$ cat src/rtl/uart_mmio_slave.sv
// Memory-mapped 8N1 UART on the CPU data bus: TXD/RXD/CON registers,
// serial transmit and receive state machines, and a level interrupt.
module uart_mmio_slave #(
    parameter logic [31:0] BASE_ADDR = 32'h40000018,
    parameter int          BAUD_DIV  = 5208
) (
    input  logic        clk,
    input  logic        reset,
    input  logic        MemRead,
    input  logic        MemWrite,
    input  logic [31:0] Address,
    input  logic [31:0] Write_data,
    output logic [31:0] Read_data,
    output logic        irqout,
    output logic        uart_tx,
    input  logic        uart_rx
);

    localparam logic [15:0] BIT_LAST  = 16'(BAUD_DIV - 1);
    localparam logic [15:0] HALF_LAST = 16'(BAUD_DIV / 2 - 1);

    typedef enum logic [1:0] {S_IDLE, S_START, S_DATA, S_STOP} state_t;

    // Address decode and bus strobes
    logic sel_txd, sel_rxd, sel_con;
    logic wr_txd, wr_con, rd_rxd, rd_con;

    assign sel_txd = (Address == BASE_ADDR);
    assign sel_rxd = (Address == BASE_ADDR + 32'd4);
    assign sel_con = (Address == BASE_ADDR + 32'd8);
    assign wr_txd  = MemWrite & sel_txd;
    assign wr_con  = MemWrite & sel_con;
    assign rd_rxd  = MemRead & sel_rxd;
    assign rd_con  = MemRead & sel_con;

    logic unused_wdata;
    assign unused_wdata = ^Write_data[31:8];

    // Register file state
    logic       tx_ie, rx_ie;
    logic       tx_done, tx_ovr;
    logic       rx_valid, rx_ovr, rx_ferr;
    logic [7:0] tx_shadow, rx_data;
    logic       tx_busy;

    // ---------------------------------------------------------------- TX
    state_t      tx_state, tx_state_nxt;
    logic [15:0] tx_cnt, tx_cnt_nxt;
    logic [2:0]  tx_idx, tx_idx_nxt;
    logic        tx_line, tx_accept, tx_finish;

    assign tx_busy = (tx_state != S_IDLE);

    always_ff @(posedge clk or negedge reset) begin
        if (!reset) begin
            tx_state <= S_IDLE;
            tx_cnt   <= '0;
            tx_idx   <= '0;
            uart_tx  <= 1'b1;
        end else begin
            tx_state <= tx_state_nxt;
            tx_cnt   <= tx_cnt_nxt;
            tx_idx   <= tx_idx_nxt;
            uart_tx  <= tx_line;
        end
    end

    // Line level is driven from the current state, so the registered
    // output trails the state by one cycle and every bit spans BAUD_DIV.
    always_comb begin
        tx_state_nxt = tx_state;
        tx_cnt_nxt   = tx_cnt;
        tx_idx_nxt   = tx_idx;
        tx_line      = 1'b1;
        tx_accept    = 1'b0;
        tx_finish    = 1'b0;
        case (tx_state)
            S_IDLE: begin
                if (wr_txd) begin
                    tx_accept    = 1'b1;
                    tx_state_nxt = S_START;
                    tx_cnt_nxt   = '0;
                end
            end
            S_START: begin
                tx_line = 1'b0;
                if (tx_cnt == BIT_LAST) begin
                    tx_cnt_nxt   = '0;
                    tx_idx_nxt   = '0;
                    tx_state_nxt = S_DATA;
                end else begin
                    tx_cnt_nxt = tx_cnt + 16'd1;
                end
            end
            S_DATA: begin
                tx_line = tx_shadow[tx_idx];
                if (tx_cnt == BIT_LAST) begin
                    tx_cnt_nxt = '0;
                    if (tx_idx == 3'd7) tx_state_nxt = S_STOP;
                    else                tx_idx_nxt   = tx_idx + 3'd1;
                end else begin
                    tx_cnt_nxt = tx_cnt + 16'd1;
                end
            end
            S_STOP: begin
                tx_line = 1'b1;
                if (tx_cnt == BIT_LAST) begin
                    tx_cnt_nxt   = '0;
                    tx_finish    = 1'b1;
                    tx_state_nxt = S_IDLE;
                end else begin
                    tx_cnt_nxt = tx_cnt + 16'd1;
                end
            end
            default: tx_state_nxt = S_IDLE;
        endcase
    end

    // ---------------------------------------------------------------- RX
    logic        rx_s1, rx_s2, rx_s3;
    state_t      rx_state, rx_state_nxt;
    logic [15:0] rx_cnt, rx_cnt_nxt;
    logic [2:0]  rx_idx, rx_idx_nxt;
    logic [7:0]  rx_shift;
    logic        rx_shift_en, rx_ok, rx_err;

    // Synchroniser resets to idle-high so release never fakes a start edge
    always_ff @(posedge clk or negedge reset) begin
        if (!reset) begin
            rx_s1    <= 1'b1;
            rx_s2    <= 1'b1;
            rx_s3    <= 1'b1;
            rx_state <= S_IDLE;
            rx_cnt   <= '0;
            rx_idx   <= '0;
            rx_shift <= '0;
        end else begin
            rx_s1    <= uart_rx;
            rx_s2    <= rx_s1;
            rx_s3    <= rx_s2;
            rx_state <= rx_state_nxt;
            rx_cnt   <= rx_cnt_nxt;
            rx_idx   <= rx_idx_nxt;
            if (rx_shift_en) rx_shift <= {rx_s2, rx_shift[7:1]};
        end
    end

    always_comb begin
        rx_state_nxt = rx_state;
        rx_cnt_nxt   = rx_cnt;
        rx_idx_nxt   = rx_idx;
        rx_shift_en  = 1'b0;
        rx_ok        = 1'b0;
        rx_err       = 1'b0;
        case (rx_state)
            S_IDLE: begin
                if (rx_s3 && !rx_s2) begin
                    rx_state_nxt = S_START;
                    rx_cnt_nxt   = '0;
                end
            end
            S_START: begin
                if (rx_cnt == HALF_LAST) begin
                    rx_cnt_nxt = '0;
                    rx_idx_nxt = '0;
                    rx_state_nxt = rx_s2 ? S_IDLE : S_DATA;
                end else begin
                    rx_cnt_nxt = rx_cnt + 16'd1;
                end
            end
            S_DATA: begin
                if (rx_cnt == BIT_LAST) begin
                    rx_cnt_nxt  = '0;
                    rx_shift_en = 1'b1;
                    if (rx_idx == 3'd7) rx_state_nxt = S_STOP;
                    else                rx_idx_nxt   = rx_idx + 3'd1;
                end else begin
                    rx_cnt_nxt = rx_cnt + 16'd1;
                end
            end
            S_STOP: begin
                if (rx_cnt == BIT_LAST) begin
                    rx_cnt_nxt   = '0;
                    rx_state_nxt = S_IDLE;
                    rx_ok        = rx_s2;
                    rx_err       = !rx_s2;
                end else begin
                    rx_cnt_nxt = rx_cnt + 16'd1;
                end
            end
            default: rx_state_nxt = S_IDLE;
        endcase
    end

    // ---------------------------------------------------------- registers
    // Clears are written before sets so a coincident event wins.
    always_ff @(posedge clk or negedge reset) begin
        if (!reset) begin
            tx_ie     <= 1'b0;
            rx_ie     <= 1'b0;
            tx_done   <= 1'b0;
            tx_ovr    <= 1'b0;
            rx_valid  <= 1'b0;
            rx_ovr    <= 1'b0;
            rx_ferr   <= 1'b0;
            tx_shadow <= '0;
            rx_data   <= '0;
            irqout    <= 1'b0;
        end else begin
            if (wr_con)    {rx_ie, tx_ie} <= Write_data[1:0];
            if (tx_accept) tx_shadow <= Write_data[7:0];

            if (rd_con) begin
                tx_done <= 1'b0;
                tx_ovr  <= 1'b0;
                rx_ovr  <= 1'b0;
                rx_ferr <= 1'b0;
            end
            if (rd_rxd) rx_valid <= 1'b0;

            if (tx_finish)          tx_done <= 1'b1;
            if (wr_txd && tx_busy)  tx_ovr  <= 1'b1;
            if (rx_err)             rx_ferr <= 1'b1;
            if (rx_ok) begin
                rx_data  <= rx_shift;
                rx_valid <= 1'b1;
                if (rx_valid && !rd_rxd) rx_ovr <= 1'b1;
            end

            irqout <= (tx_ie & tx_done) | (rx_ie & rx_valid);
        end
    end

    // Single-cycle load path
    always_comb begin
        Read_data = '0;
        if (MemRead) begin
            if (sel_txd)      Read_data = {24'b0, tx_shadow};
            else if (sel_rxd) Read_data = {24'b0, rx_data};
            else if (sel_con) Read_data = {24'b0, rx_ferr, rx_ovr, tx_ovr, tx_busy,
                                           rx_valid, tx_done, rx_ie, tx_ie};
        end
    end

endmodule

$ cat config.mk
export PLATFORM = sky130hd
export DESIGN_NAME = uart_mmio_slave
export DESIGN_NICKNAME = d
export VERILOG_FILES = /design/src/rtl/uart_mmio_slave.sv
export SDC_FILE = /design/constraint.sdc
export NUM_CORES = 1
export LEC_CHECK = 0
export CAP_MARGIN = 20
export CORE_MARGIN = 4
export CORE_UTILIZATION = 51
export CTS_CLUSTER_DIAMETER = 200
export DETAILED_ROUTE_END_ITERATION = 10
export PLACE_DENSITY_LB_ADDON = 0.15
export SYNTH_ARGS = -nofsm -noshare
export SYNTH_HDL_FRONTEND = slang
export SYNTH_SLANG_ARGS = --single-unit
export TNS_END_PERCENT = 100
$ cat constraint.sdc
create_clock -name clk -period 2.5 [get_ports clk]
set_clock_uncertainty 0.1 [all_clocks]
set_input_delay 0.375 -clock clk [delete_from_list [all_inputs] [get_ports clk]]
set_output_delay 0.375 -clock clk [all_outputs]
set_load 0.01 [all_outputs]
# Yosys cells after proc, flatten, opt, wreduce, memory -nomap -nowiden
# Cells that the tools add are included.
[word_totals] register_bits=78 latch_bits=0 mem_bits_rw=0 romBits=0 in_bits=69 out_inout_bits=34 elab_cells=133 memories=0
[op_classes] n_addsub=4 mul=0 div_mod_pow=0 n_lt_le_gt_ge=1 n_eq_ne=26 shifts=0 n_mux=54 bitwise_logic=7 n_reduce_logical=20
[ops] cell="32-bit by 31-bit == test with 1-bit output, second input constant" count=3
[ops] cell="16-bit 2-to-1 mux" count=5
[ops] cell="32-bit 2-to-1 mux" count=2
[ops] cell="16-bit case mux with 3 select lines" count=1
[ops] cell="16-bit by 1-bit adder with 16-bit output, second input constant" count=2
[ops] cell="16-bit by 13-bit == test with 1-bit output, second input constant" count=2
[ops] cell="16-bit case mux with 2 select lines" count=1
[ops] cell="2-bit != test, second input constant" count=12
[ops] cell="2-bit 2-to-1 mux" count=11
[ops] cell="1-bit 2-to-1 mux" count=20
[ops] cell="3-bit 2-to-1 mux" count=6
[ops] cell="16-bit by 12-bit == test with 1-bit output, second input constant" count=1
[ops] cell="8-bit 2-to-1 mux" count=2
[ops] cell="2-bit case mux with 4 select lines" count=2
[ops] cell="2-bit nonzero test" count=7
[ops] cell="3-bit case mux with 2 select lines" count=2
[ops] cell="5-bit AND reduction" count=2
[ops] cell="2-bit == test, second input constant" count=4
[ops] cell="4-bit AND reduction" count=2
[ops] cell="3-bit by 1-bit adder with 3-bit output, second input constant" count=2
[ops] cell="1-bit AND" count=6
[ops] cell="3-bit == test, second input constant" count=2
[ops] cell="2-bit by 1-bit == test with 1-bit output, second input constant" count=2
[ops] cell="2-bit zero test" count=2
[ops] cell="8 further kinds" count=11

# Logic depth before layout (Yosys ltp)
# Gate-level depths: netlist of run 1.
[depth] depth_word=6 mapped_depth=8 ltp_nobuf=7

# Least setup slack after synthesis of run 1
# No wires, ideal clock.
[synth_path] kind="input-to-output" from="in Address[18]" to="out Read_data[0]" arrival_time_ns=1.922 required_ns=2.025 setup_slack_ns=0.103 stages=5 path_buffers=0 path_cell_list="nor4_2 -> nand4_2 -> nor4_1 -> a221oi_1 -> nor2_1"
[synth_between] elab_chain_cells=5 word_cells_on_any_way=7 cone_classes="eq/ne: 3; mux: 4"
[synth_rtl] element="start: declaration" line_no="11" rtl="input logic [31:0] Address,"
[synth_rtl] element="32-bit by 31-bit == test with 1-bit output" line_no="30" rtl="assign sel_con = (Address == BASE_ADDR + 32'd8);"
[synth_rtl] element="8-bit 2-to-1 mux" line_no="240" rtl="else if (sel_con) Read_data = {24'b0, rx_ferr, rx_ovr, tx_ovr, tx_busy,"
[synth_rtl] element="8-bit 2-to-1 mux" line_no="239" rtl="else if (sel_rxd) Read_data = {24'b0, rx_data};"
[synth_rtl] element="32-bit 2-to-1 mux *" line_no="238" rtl="if (sel_txd) Read_data = {24'b0, tx_shadow};"
[synth_rtl] element="32-bit 2-to-1 mux *" line_no="237" rtl="if (MemRead) begin"
[synth_rtl] element="end: declaration" line_no="13" rtl="output logic [31:0] Read_data,"
# Every way passes the cells marked *; elsewhere a longest branch is shown, timed or not.

# Final worst setup path of run 1
[layout_path] from="in Address[6]" to="out Read_data[7]"
# The elaborated chain is that of the path after synthesis.

==> results.md, run 1 <==
- Worst Hold Slack: 0.267 ns
- Worst-path clk slew: 0.09 ns
- Post-synth EDFFs: 0
- First DRT Iteration DRCs: 153
- Cells taking the most area after synthesis: dfrtp_1, mux2_2, o21ai_0
- CP max FO: 3
- Final hold viol count: 0
- Post-Route WL: 10,900 um
- Max Fclk: 394 MHz
- 1st-pass router iterations: 4
- Cell chain of the critical path: buf_6, or4_4, buf_6, nor4_4, buf_4, buf_6, buf_6, a221oi_1, nor2_1, buf_2
- Clock Tree Buf Depth: 2
- Net count, final: 614
- Routed Antenna Nets: 0
- Min Tclk post-route: 2.54 ns
- Vias in the first global route: 3,710
- CTS tree: yes
- DR vias: 3,718
- Root buf cell: clkbuf_8
- Clock Latency Late Sink: 0.35 ns
- WP data required: 2.03 ns
- Failing checks: negative setup slack
- Num CTS Buffers: 9
- Post-Synthesis Cell Area: 0.00443 mm2
- Worst-Margin Slew: 0.714 ns
- DIE AREA: 0.0103 mm2
- Status: finished with violations
- Number of synthesis warnings: 0
- Most frequent cells in the layout: dfrtp_1, nand2_1, buf_4, nor2_1, o21ai_0
- CP endpoint kind: output pin
- Final WS setup: -0.0383 ns
- Crit path DAT: 2.06 ns
- Ys flop type: dfrtp_1
- RSZ-0062 raised after global routing: true
- Crit path largest cell delay: 0.54 ns
- MaxCap Viol Count: 0
- DPL Wire Length: 7490 um
- Aggregate negative setup slack: -0.0606 ns
- Die height: 101 um
- Share of layout cells above drive strength 1: 28.2%
- Worst path top cell family by delay: simple AND/OR/NAND/NOR gates
- Placer Congestion: 0.838
- Rel. slew slack: 52.3%
- Row count: 33
- Top cell by count, worst path: buf_6
- Post-synth ARST share: 100%
- CTS sink count: 78
- Final slew viol count: 0
- Die Span X: 101 um
- GR Overflow Total: 0
- Max VDD drop: 0.000351 V
- CTS H-tree lvls: 3
- Worst hold-check path type: reg2reg
- Critical path buffers and inverters: 6
- Startpoint types: input port
- Leak pwr: 0.00260 uW
- Syn-to-layout area delta: 25.6%
- # IOs: 103
- Synth top area share: 41.8%
- Layout Utilization: 66.8%
- PwrDens: 526 mW/mm2
- All-Layer GR Usage: 22.0%
- Seq/Total Area, Yosys: 44.1%
- Commonest non-fill, non-tap cell in the layout: dfrtp_1
- Post-synth cell types: 64
- Dominant cell type by area after synthesis: dfrtp_1
- Layout fillers: 652
- Crit Path Class: in2out
- Initial Util: 53.2%
- Worst path slowest cell: or4_4
- Antenna Diode Count: 0
- Std-Cell Core Area: 0.00834 mm2
- #FFs+latches synth: 78
- Initial antenna violation count: 0
- Period utilization: 102%
- Post-synthesis cell count: 445
- Post-route DRC violation count: 0
- PortBufs: 54
- Drt via density: 5.77
- Largest net degree at the start of global routing: 79
- Detailed-route wire length per cell: 16.9 um
- First-pass GRT wire length: 18,100 um
- R2R setup slack: 0.16 ns
- Syn_area_per_cell: 9.96 um2
- Final setup viols: 2
synth_stat cells (4+ instances only):
cell type  number
nand4_1         4
o31ai_1         6
mux2_2         29
inv_1          12
o21ai_0        38
nand2_1        46
or4_1           4
buf_4          24
buf_2           4
dfstp_2         4
or2_2           4
nor2_1         30
a21oi_1         7
or3_1           5
a221oi_1        8
nand3_1        14
nor4_2          5
dfrtp_1        74
o22ai_1         7
and2_1          8
nor3_1         10
clkbuf_1       11
nor4_1          4
ha_1           11
nor2b_1         9
a22o_1          9
per-stage QoR:
stage | power, uW | worst slack (ns) | cells | instance area (um2)
global route | 3070 | -0.114 | 644 | 5570
detailed placement | 1780 | -0.739 | 616 | 5170
global placement | 1760 | -0.728 | 616 | 5170
floorplan | 1630 | 0.103 | 468 | 4520
CTS | 2930 | 0.000505 | 644 | 5540
finish | 2930 | -0.0383 | 644 | 5570
routing by layer:
layer	part of all wire, %	GRT usage [%]	vias up
li1	-	-	1775
met1	44	30.0	1814
met2	49	35.3	111
met3	5.7	4.20	18
met4	1.5	7.46	0
met5	0	0	-
timing repair:
action,CTS,global route
cloned,2,0
hold buffers,1,0
resized for setup,161,15
buffers inserted,9,0
hold endpoints to repair,74,0
endpoints found under the setup margin,15,23
pin swaps,22,8
sequential cells by signal, indices dropped and copies added (netlist names), 2 cells and up, named ones only:
| name | count |
|---|---|
| rx_data | 8 |
| tx_shadow | 8 |
| rx_cnt | 16 |
| tx_cnt | 16 |
| tx_idx | 3 |
| tx_state | 2 |
| rx_shift | 8 |
| rx_idx | 3 |
path summary, 6_finish.rpt:
path / start / to / cells past startpoint
min in group asynchronous: reset / tx_cnt[6]$_DFFE_PN0P_ / 3
max in group asynchronous: reset / rx_s2$_DFF_PN1_ / 3
worst min register to register: rx_s1$_DFF_PN1_ / rx_s2$_DFF_PN1_ / 0
worst min-delay path: rx_s1$_DFF_PN1_ / rx_s2$_DFF_PN1_ / 0
worst max-delay path: Address[6] / Read_data[7] / 10
worst max register to register: tx_cnt[7]$_DFFE_PN0P_ / tx_state[1]$_DFFE_PN0P_ / 5
logic make-up after synthesis:
| logic type | synth area share (%) |
|---|---|
| compound gates | 15.3 |
| flops | 44.1 |
| buf+inv | 6.46 |
| fa+ha+maj | 3.10 |
| mux | 9.06 |
| other cells | 0.0846 |
| xor+xnor | 0.395 |
| simple gates | 21.4 |
worst reg2reg max path: cells and delay by family (launching register included):
family	cells	cell delay, ns
and+or+nand+nor	4	1.33
muxes	1	0.37
DFF	1	0.45
area by class of cell:
class | instances | area [um2] | share of cell area, %
repair buffers | 94 | 759 | 13.6
multi-input cells | 339 | 2430 | 43.7
clock inverters | 7 | 121 | 2.18
clock buffers | 9 | 124 | 2.22
well taps | 105 | 131 | 2.36
inverters | 12 | 45.0 | 0.809
flip-flops and latches | 78 | 1960 | 35.1
report_power, final:
group          switching [uW]  total, uW  internal [uW]
sequential               68.8       1380           1320
combinational             205        376            171
clock                     502       1170            669
total                     776       2930           2160
(Power assumes the default switching activity.)
==> run 2, diff against run 1 <==
- HOLD_SLACK_MARGIN: not set -> 0.12
==> results of run 2 <==
The final DEF is identical to that of run 1; final timing and power are the same.
==> run 3, diff against run 2 <==
- PLACE_DENSITY: not set -> 0.81
- PLACE_DENSITY_LB_ADDON: 0.15 -> not set
==> run 3 against run 2 <==
  * Final area fell by 1.5%
  * The flow still finishes with violations (negative setup slack)
  * Global-route usage up 0.89 points
  * Routed wire length up 7.2%
  * Core utilization is 1.0 points lower
  * Non-clock buffer count down 7
  * Combinational power shrank 3%
  * Flip-flop and latch count is the same
==> results.md, run 3 (same netlist as run 1, synthesis figures left out) <==
- Post-route DRC violation count: 0
- First-pass GRT wire length: 18,500 um
- Placer Congestion: 0.897
- Min Tclk post-route: 2.60 ns
- Rel. slew slack: 51.2%
- Most frequent cells in the layout: dfrtp_1, nand2_1, nor2_1, o21ai_0, mux2_2
- CTS H-tree lvls: 3
- PwrDens: 485 mW/mm2
- Die height: 101 um
- Root buf cell: clkbuf_8
- Post-Route WL: 11,700 um
- Final Instance Area: 0.00549 mm2
- Clock Latency Late Sink: 0.37 ns
- Share of layout cells above drive strength 1: 27.4%
- GR Overflow Total: 0
- CTS sink count: 78
- Num CTS Buffers: 9
- DR vias: 3,822
- Largest net degree at the start of global routing: 41
- Cell count after placement: 613
- DPL Wire Length: 7930 um
- CP endpoint kind: output pin
- Worst hold-check path type: reg2reg
- Worst-Margin Slew: 0.730 ns
- Post-route insts no fill: 637
- 1st-pass router iterations: 5
- Routed Antenna Nets: 0
- Syn-to-layout area delta: 23.7%
- First DRT Iteration DRCs: 277
- CTS tree: yes
- Worst-path clk slew: 0.09 ns
- WP data required: 2.03 ns
- # IOs: 103
- Startpoint types: input port
- All-Layer GR Usage: 22.8%
- Max Fclk: 385 MHz
- Biggest regs: rx_cnt x16, tx_cnt x16
- Crit path DAT: 2.12 ns
- Detailed-route wire length per cell: 18.3 um
- Period utilization: 104%
- Leak pwr: 0.00251 uW
- Initial antenna violation count: 0
- Final hold viol count: 0
- Critical path endpoint: Read_data[5]
- Crit path launch: Address[11]
- Die Span X: 101 um
- Row count: 33
- Drt via density: 6.00
- Initial Util: 53.2%
- R2R setup slack: 0.11 ns
- RSZ-0062 raised after global routing: true
- Status: finished with violations
- MaxCap Viol Count: 0
- DP Area: 0.00516 mm2
- Reg-to-reg endpoint: tx_cnt[9]$_DFFE_PN0P_
- Final setup viols: 8
- Final WS setup: -0.0973 ns
- Antenna Diode Count: 0
- CP max FO: 5
- Net count, final: 607
- Worst r2r src: tx_cnt[7]$_DFFE_PN0P_
- Commonest non-fill, non-tap cell in the layout: dfrtp_1
- Max VDD drop: 0.000447 V
- Std-Cell Core Area: 0.00834 mm2
- Clock Tree Buf Depth: 2
- DIE AREA: 0.0103 mm2
- Final slew viol count: 0
- Vias in the first global route: 3,902
- Crit Path Class: in2out
- Reg2reg path depth: 6
- PortBufs: 54
- Failing checks: negative setup slack
==> run 3: per-layer routing <==
metal,wire length [um],vias to the layer above,share of wire [%],track usage [%]
li1,-,1766,-,-
met4,323,0,2.8,9.82
met2,5900,164,51,40.1
met3,767,36,6.6,3.93
met5,0,-,0,0
met1,4690,1856,40,27.6
==> run 3: worst min-delay path by stage <==
| stage | from | to | slack (ns) | cells after the start |
|---|---|---|---|---|
| after floorplan | reset | async pin | -0.02 | 0 |
| after global placement | rx_s1$_DFF_PN1_ | rx_s2$_DFF_PN1_ | 0.25 | 0 |
| after detailed placement | rx_s1$_DFF_PN1_ | rx_s2$_DFF_PN1_ | 0.25 | 0 |
| after CTS | rx_s1$_DFF_PN1_ | rx_s2$_DFF_PN1_ | 0.26 | 0 |
| after global routing | rx_s1$_DFF_PN1_ | rx_s2$_DFF_PN1_ | 0.26 | 0 |
| final | rx_s1$_DFF_PN1_ | rx_s2$_DFF_PN1_ | 0.26 | 0 |
==> run 3: final cells by class <==
class,count,area (um2)
Inverter,12,45.0
Timing Repair Buffer,87,693
Fill cell,602,2860
Clock inverter,7,57.6
Multi-Input combinational cell,339,2480
Sequential cell,78,1960
Clock buffer,9,124
Tap cell,105,131
==> run 3: what timing repair did <==
action	in CTS	in global routing
endpoints found under the setup margin	19	13
hold buffers	1	0
gates cloned	1	0
pin swaps	20	15
endpoints found under the hold margin	37	0
buffers inserted	3	3
gates resized for setup	134	31
==> run 3: power by group <==
part           switching (uW)  total (uW)  internal [uW]
Combinational             205         365            160
Clock                     536         911            374
Sequential               68.8        1380           1320
==> run 3: worst max-delay path: stages <==
cell and delay (ns):
dlygate4sd2_1 0.26, nor4_4 0.32, nand2_2 0.10, buf_4 0.16, nor4_4 0.24, buf_4 0.18, buf_6 0.12, a221oi_4 0.04
nor2_1 0.17, buf_2 0.16
==> run 3: through the flow <==
step	total power, uW	setup slack (ns)	utilization (%)	hold slack [ns]	TNS, ns
floorplan	1630	0.103	-	-0.0206	0
global placement	1750	-0.737	61.9	0.247	-13.68
detailed placement	1760	-0.809	61.9	0.247	-15.80
CTS	2650	0.00171	64.9	0.261	0
global route	2780	-0.168	65.8	0.263	-0.776
finish	2660	-0.0973	65.8	0.260	-0.211
